**src/rtl/energy_accumulator_if.sv**
```systemverilog
// Handshake bundle between the energy accumulator and its neighbours.
//   slave  : accumulator side (takes start/energy, returns totals and status)
//   master : environment side (upstream partial-energy stage plus total consumer)
// Signals:
//   start_i, num_spin_i                  frame launch and requested length
//   energy_valid_i/energy_ready_o/energy_i, spin_idx_o   partial-energy stream
//   total_valid_o/total_ready_i/total_energy_o, is_best_o frame total stream
//   best_energy_o, best_valid_o, busy_o  running minimum and status
interface energy_accumulator_if #(
  parameter int unsigned LOCAL_ENERGY_BIT = 16,
  parameter int unsigned DATASPIN         = 256,
  parameter int unsigned CNT_BIT          = $clog2(DATASPIN) + 1,
  parameter int unsigned TOTAL_ENERGY_BIT = LOCAL_ENERGY_BIT + $clog2(DATASPIN)
) ();

  logic                               start_i;
  logic        [CNT_BIT-1:0]          num_spin_i;
  logic                               energy_valid_i;
  logic                               energy_ready_o;
  logic signed [LOCAL_ENERGY_BIT-1:0] energy_i;
  logic        [CNT_BIT-1:0]          spin_idx_o;
  logic                               total_valid_o;
  logic                               total_ready_i;
  logic signed [TOTAL_ENERGY_BIT-1:0] total_energy_o;
  logic                               is_best_o;
  logic signed [TOTAL_ENERGY_BIT-1:0] best_energy_o;
  logic                               best_valid_o;
  logic                               busy_o;

  modport slave (
    input  start_i, num_spin_i, energy_valid_i, energy_i, total_ready_i,
    output energy_ready_o, spin_idx_o, total_valid_o, total_energy_o, is_best_o,
           best_energy_o, best_valid_o, busy_o
  );

  modport master (
    output start_i, num_spin_i, energy_valid_i, energy_i, total_ready_i,
    input  energy_ready_o, spin_idx_o, total_valid_o, total_energy_o, is_best_o,
           best_energy_o, best_valid_o, busy_o
  );

endinterface

```
**src/rtl/energy_accumulator.sv**
```systemverilog
// Sums one signed partial energy per spin into a frame total (Hamiltonian),
// publishes it over a valid/ready handshake and tracks the minimum total seen
// since reset.
// Ports:
//   clk_i  : clock, rising edge
//   rst_i  : synchronous reset, active-high
//   bus    : energy_accumulator_if.slave (start, energy stream, total stream,
//            best record, busy)
module energy_accumulator #(
  parameter int unsigned LOCAL_ENERGY_BIT = 16,
  parameter int unsigned DATASPIN         = 256,
  parameter int unsigned CNT_BIT          = $clog2(DATASPIN) + 1,
  parameter int unsigned TOTAL_ENERGY_BIT = LOCAL_ENERGY_BIT + $clog2(DATASPIN)
) (
  input logic                 clk_i,
  input logic                 rst_i,
  energy_accumulator_if.slave bus
);

  typedef enum logic [1:0] {StIdle, StAccum, StDone} state_e;

  localparam logic [CNT_BIT-1:0] MaxSpin = CNT_BIT'(DATASPIN);

  state_e                             state_q, state_d;
  logic        [CNT_BIT-1:0]          n_q, n_d;
  logic        [CNT_BIT-1:0]          cnt_q, cnt_d;
  logic signed [TOTAL_ENERGY_BIT-1:0] acc_q, acc_d;
  logic signed [TOTAL_ENERGY_BIT-1:0] best_q, best_d;
  logic                               best_valid_q, best_valid_d;
  logic                               is_best_q, is_best_d;

  logic        [CNT_BIT-1:0]          n_start;
  logic signed [TOTAL_ENERGY_BIT-1:0] energy_ext;
  logic                               enter_done;
  logic                               new_best;

  // Requests longer than the spin array are clamped to its size.
  assign n_start    = (bus.num_spin_i > MaxSpin) ? MaxSpin : bus.num_spin_i;
  assign energy_ext = {{(TOTAL_ENERGY_BIT - LOCAL_ENERGY_BIT){bus.energy_i[LOCAL_ENERGY_BIT-1]}},
                       bus.energy_i};

  always_comb begin
    state_d      = state_q;
    n_d          = n_q;
    cnt_d        = cnt_q;
    acc_d        = acc_q;
    best_d       = best_q;
    best_valid_d = best_valid_q;
    is_best_d    = is_best_q;
    enter_done   = 1'b0;
    new_best     = 1'b0;

    unique case (state_q)
      StIdle: begin
        if (bus.start_i) begin
          n_d   = n_start;
          cnt_d = '0;
          acc_d = '0;
          if (n_start == '0) begin
            state_d    = StDone;
            enter_done = 1'b1;
          end else begin
            state_d = StAccum;
          end
        end
      end
      StAccum: begin
        if (bus.energy_valid_i) begin
          acc_d = acc_q + energy_ext;
          cnt_d = cnt_q + CNT_BIT'(1);
          if (cnt_q == n_q - CNT_BIT'(1)) begin
            state_d    = StDone;
            enter_done = 1'b1;
          end
        end
      end
      StDone: begin
        if (bus.total_ready_i) begin
          state_d = StIdle;
        end
      end
      default: state_d = StIdle;
    endcase

    // Compare the total that is about to be published; ties do not count.
    if (enter_done) begin
      new_best  = !best_valid_q || (acc_d < best_q);
      is_best_d = new_best;
      if (new_best) begin
        best_d       = acc_d;
        best_valid_d = 1'b1;
      end
    end
  end

  always_ff @(posedge clk_i) begin
    if (rst_i) begin
      state_q      <= StIdle;
      n_q          <= '0;
      cnt_q        <= '0;
      acc_q        <= '0;
      best_q       <= '0;
      best_valid_q <= 1'b0;
      is_best_q    <= 1'b0;
    end else begin
      state_q      <= state_d;
      n_q          <= n_d;
      cnt_q        <= cnt_d;
      acc_q        <= acc_d;
      best_q       <= best_d;
      best_valid_q <= best_valid_d;
      is_best_q    <= is_best_d;
    end
  end

  assign bus.energy_ready_o = (state_q == StAccum);
  assign bus.total_valid_o  = (state_q == StDone);
  assign bus.busy_o         = (state_q != StIdle);
  assign bus.spin_idx_o     = cnt_q;
  assign bus.total_energy_o = acc_q;
  assign bus.is_best_o      = is_best_q;
  assign bus.best_energy_o  = best_q;
  assign bus.best_valid_o   = best_valid_q;

endmodule

```
**src/flat_wrapper.sv**
```systemverilog
// flat-port wrapper written by rule: the top's interface ports become plain ports
module energy_accumulator_flat 
#(
  parameter int unsigned LOCAL_ENERGY_BIT = 16,
  parameter int unsigned DATASPIN         = 256,
  parameter int unsigned CNT_BIT          = $clog2(DATASPIN) + 1,
  parameter int unsigned TOTAL_ENERGY_BIT = LOCAL_ENERGY_BIT + $clog2(DATASPIN)
)
  (clk_i, rst_i, bus_start_i, bus_num_spin_i, bus_energy_valid_i, bus_energy_i, bus_total_ready_i, bus_energy_ready_o, bus_spin_idx_o, bus_total_valid_o, bus_total_energy_o, bus_is_best_o, bus_best_energy_o, bus_best_valid_o, bus_busy_o);
  energy_accumulator_if #(.LOCAL_ENERGY_BIT(LOCAL_ENERGY_BIT), .DATASPIN(DATASPIN), .CNT_BIT(CNT_BIT), .TOTAL_ENERGY_BIT(TOTAL_ENERGY_BIT)) bus_i ();
  input logic clk_i;
  input logic rst_i;
  input wire logic [$bits(bus_i.start_i)-1:0] bus_start_i;
  input wire logic [$bits(bus_i.num_spin_i)-1:0] bus_num_spin_i;
  input wire logic [$bits(bus_i.energy_valid_i)-1:0] bus_energy_valid_i;
  input wire logic [$bits(bus_i.energy_i)-1:0] bus_energy_i;
  input wire logic [$bits(bus_i.total_ready_i)-1:0] bus_total_ready_i;
  output wire logic [$bits(bus_i.energy_ready_o)-1:0] bus_energy_ready_o;
  output wire logic [$bits(bus_i.spin_idx_o)-1:0] bus_spin_idx_o;
  output wire logic [$bits(bus_i.total_valid_o)-1:0] bus_total_valid_o;
  output wire logic [$bits(bus_i.total_energy_o)-1:0] bus_total_energy_o;
  output wire logic [$bits(bus_i.is_best_o)-1:0] bus_is_best_o;
  output wire logic [$bits(bus_i.best_energy_o)-1:0] bus_best_energy_o;
  output wire logic [$bits(bus_i.best_valid_o)-1:0] bus_best_valid_o;
  output wire logic [$bits(bus_i.busy_o)-1:0] bus_busy_o;
  assign bus_i.start_i = bus_start_i;
  assign bus_i.num_spin_i = bus_num_spin_i;
  assign bus_i.energy_valid_i = bus_energy_valid_i;
  assign bus_i.energy_i = bus_energy_i;
  assign bus_i.total_ready_i = bus_total_ready_i;
  assign bus_energy_ready_o = bus_i.energy_ready_o;
  assign bus_spin_idx_o = bus_i.spin_idx_o;
  assign bus_total_valid_o = bus_i.total_valid_o;
  assign bus_total_energy_o = bus_i.total_energy_o;
  assign bus_is_best_o = bus_i.is_best_o;
  assign bus_best_energy_o = bus_i.best_energy_o;
  assign bus_best_valid_o = bus_i.best_valid_o;
  assign bus_busy_o = bus_i.busy_o;
  energy_accumulator #(.LOCAL_ENERGY_BIT(LOCAL_ENERGY_BIT), .DATASPIN(DATASPIN), .CNT_BIT(CNT_BIT), .TOTAL_ENERGY_BIT(TOTAL_ENERGY_BIT)) u_core (.clk_i(clk_i), .rst_i(rst_i), .bus(bus_i));
endmodule
```
**config.mk**
```make
export PLATFORM = sky130hd
export DESIGN_NAME = energy_accumulator_flat
export DESIGN_NICKNAME = d
export VERILOG_FILES = /design/src/rtl/energy_accumulator_if.sv /design/src/rtl/energy_accumulator.sv /design/src/flat_wrapper.sv
export SDC_FILE = /design/constraint.sdc
export NUM_CORES = 1
export LEC_CHECK = 0
export BUFFER_PORTS_ARGS = -buffer_cell sky130_fd_sc_hd__buf_4
export CAP_MARGIN = 20
export CORE_MARGIN = 3
export CORE_UTILIZATION = 40
export CTS_BUF_LIST = sky130_fd_sc_hd__clkbuf_4 sky130_fd_sc_hd__clkbuf_8 sky130_fd_sc_hd__clkbuf_16
export DETAILED_ROUTE_END_ITERATION = 10
export PLACE_DENSITY = 0.71
export REMOVE_ABC_BUFFERS = 1
export SETUP_SLACK_MARGIN = 0.5
export SLEW_MARGIN = 20
export SYNTH_ARGS = -nofsm -noshare
export SYNTH_HDL_FRONTEND = slang
export SYNTH_SLANG_ARGS = --single-unit
```
**constraint.sdc**
```tcl
create_clock -name clk_i -period 5.3 [get_ports clk_i]
set_input_delay 1.06 -clock clk_i [delete_from_list [all_inputs] [get_ports clk_i]]
set_output_delay 1.06 -clock clk_i [all_outputs]
set_load 0.1 [all_outputs]
```
==> summary.md <==
| Metric | Value |
|---|---|
| Die height | `116 um` |
| All-layer global routing usage | `20.0%` |
| Port bufs | `91` |
| Async SR Flop Fraction | `0%` |
| Routability cong. | `0.843` |
| Initial core utilization | `41.6%` |
| Seq cells post-synth | `70` |
| Number of synthesized flops with an enable pin | `0` |
| Period utilization | `89.1%` |
| First-pass GRT wire length | `21500 um` |
| Design Area, Final | `0.00619 mm2` |
| TritonCTS clock tree | `built` |
| CP endpoint kind | `register` |
| Io pins | `92` |
| DRC Markers | `0` |
| Most frequent cells in the layout | `buf_4 (99), dfxtp_1 (70), nand2_1 (58), nor2_1 (47), ha_1 (47)` |
| Final nets | `763` |
| CP Launch Type | `primary input` |
| Share of layout cells above drive strength 1 | `21.3%` |
| Post-Syn Area per Cell | `8.22 um2` |
| F_max | `0.212 GHz` |
| Cts bufs inserted | `9` |
| Drt first pass iters | `4` |
| CTS Sinks | `70` |
| Vias in the first global route | `4492` |
| Largest net degree at the start of global routing | `62` |
| Library cells used by synthesis | `66` |
| Worst Hold Class | `register to register` |
| Synthesized area | `0.00483 mm2` |
| Clock Tree Buf Depth | `2` |
| Crit path DAT | `4920 ps` |
| Htree depth | `3` |
| Final hold violation count | `0` |
| Die Width | `116 um` |
| First DRT Iteration DRCs | `239` |
| Slew HR | `55.6%` |
| Final HPWL DP | `9890 um` |
| Power per cell area | `257 mW/mm2` |
| Leak | `2.78 nW` |
| Clk Latency, worst-skew pair | `340 ps` |
| Maximum vdd drop | `132 uV` |
| GR Util met2 | `34.1%` |
| Worst Path Max Fanout | `9` |
| Fin Clk Skew | `5.48 ps` |
| Antenna violations before repair | `0` |
| Met1 capacity usage during global routing | `25.2%` |
| Routed WL per cell | `16.1 um` |
| Prevailing post-synth register cell | `dfxtp_1` |
| Setup TNS | `0 ps` |
| Core Footprint | `0.0116 mm2` |
| Worst path required time | `5500 ps` |
| Post-Syn Instances | `588` |
| Register area share after synthesis | `29.0%` |
| Final setup vio count | `0` |
| Vias | `4624` |
| WL final | `13400 um` |
| Max Cap Violations | `0` |
| CTS root buf | `clkbuf_16` |
| Reg clk slew, reported paths | `60 ps` |
| Antenna cells | `0` |
| Crit path kind | `primary input to register` |
| Unrepaired setup endpoints after global routing | `yes` |
| GR Overflow Total | `0` |
| Worst Tran Pin Value | `663 ps` |
| Status | `complete, no violations` |
| Commonest non-fill, non-tap cell in the layout | `buf_4` |
| Die area | `0.0134 mm2` |
| Via-to-Cell Ratio | `5.56` |
| FP Rows | `39` |
| GR peak layer | `met2` |
| Minimum clock period | `4720 ps` |
| CTS Hold Buffers Added | `0` |
| Met3 Usage GRT | `3.29%` |
| Antenna-violating nets left | `0` |
| P&R area growth vs syn | `28.0%` |
| Placed Area | `0.00567 mm2` |
| Syn. warnings | `0` |
| Max-slew violations | `0` |
-- worst max-delay path, stage by stage --
cell and delay (ps):
buf_8 70, ha_4 120, inv_2 30, fa_2 350
nor2b_2 150, o2111ai_2 170, a41oi_2 280, o211ai_1 210
a311o_1 430, xnor2_2 150, a22o_1 200, ha_1 280
buf_4 100, nand2_1 60, nor3_2 250, nand2_1 130
o2111ai_4 360, clkbuf_16 240, mux2i_1 200, nor2_1 60
-- cells in the mapped netlist, types with 3 or more instances --
cell type  instances  area (um2)
o211ai_1           6        45.0
nor3_1            10        50.1
nor2_1            47         176
a211oi_1           3        22.5
mux2i_1           21         210
or3_1              5        31.3
inv_1             40         150
xor2_1            13         114
and2_1             4        25.0
nand2b_1          14        87.6
ha_1              48         601
a21o_1            11        82.6
nand4_1            9        56.3
o31ai_1            6        45.0
dfxtp_1           70        1400
clkbuf_1          15        56.3
o2111ai_1          4        35.0
o21ai_0           35         175
nor2b_1           25         156
and4_1             4        35.0
and3_1             7        43.8
a22o_1             6        52.6
a21oi_1           39         195
nand2_1           58         218
buf_6              3        33.8
xnor2_1           18         158
nand3_1            8        40.0
a31oi_1            6        37.5
o21a_1             7        52.6
-- layout make-up --
| cell class | instances | area, um2 |
|---|---|---|
| clock inverter | 6 | 93.8 |
| sequential | 70 | 1400 |
| clock buffer | 10 | 239 |
| fill | 1087 | 5430 |
| inverter | 41 | 154 |
| tap | 143 | 179 |
| multi-input combinational | 458 | 3280 |
| timing repair buffer | 104 | 840 |
-- per-layer routing --
metal / up-vias / wire (um) / part of all wire [%]
met5: - / 0 / 0
met4: 0 / 181 / 1.4
met3: 14 / 574 / 4.3
met2: 114 / 6710 / 50
met1: 2196 / 5940 / 44
li1: 2300 / - / -
-- state kept, by name, indices dropped and copies added, names as in the netlist --
signal and flops:
u_core.bus.best_energy_o 24, u_core.bus.spin_idx_o 9, u_core.bus.is_best_o 1, u_core.n_q 9, u_core.bus.best_valid_o 1, u_core.state_q 2
u_core.bus.total_energy_o 24
-- metrics by stage --
step	total power [mW]	setup WS, ps	std cells	util (%)	hold slack, ps
CTS	1.59	504	827	51.8	476
detailed placement	0.898	6.94	811	48.9	468
global route	1.65	417	832	53.3	490
global placement	0.891	109	811	48.9	463
floorplan	0.802	248	569	-	443
finish	1.59	580	832	53.3	478
-- power breakdown --
group	switching [mW]	internal, mW
registers	0.0139	0.538
logic	0.228	0.126
clock network	0.255	0.428
total	0.497	1.09
-- kinds of logic after synthesis --
group	Yosys count	synth area share, %
buf+inv	60	5.13
compound gates	154	21.8
xor+xnor	31	5.62
fa+ha+maj	49	12.8
simple gates	202	21.0
mux	22	4.58
flops	70	29.0
-- path summary, 6_finish.rpt --
check                           slack, ps                           end  cells after the start                         start
worst max register to register        850  u_core.bus.best_energy_o[10]                     19  u_core.bus.total_energy_o[0]
worst min register to register        480          u_core.bus.is_best_o                      2          u_core.bus.is_best_o
worst max-delay path                  580  u_core.bus.best_energy_o[10]                     20               bus_energy_i[0]
worst min-delay path                  480          u_core.bus.is_best_o                      2          u_core.bus.is_best_o
-- timing repair --
item,in CTS,in global routing
gates resized for setup,2,20
setup endpoints to repair,24,25
pin swaps,0,10
hold endpoints to repair,0,0
gates cloned,0,2
setup buffers,0,3
Power figures use the tool's default switching activity.
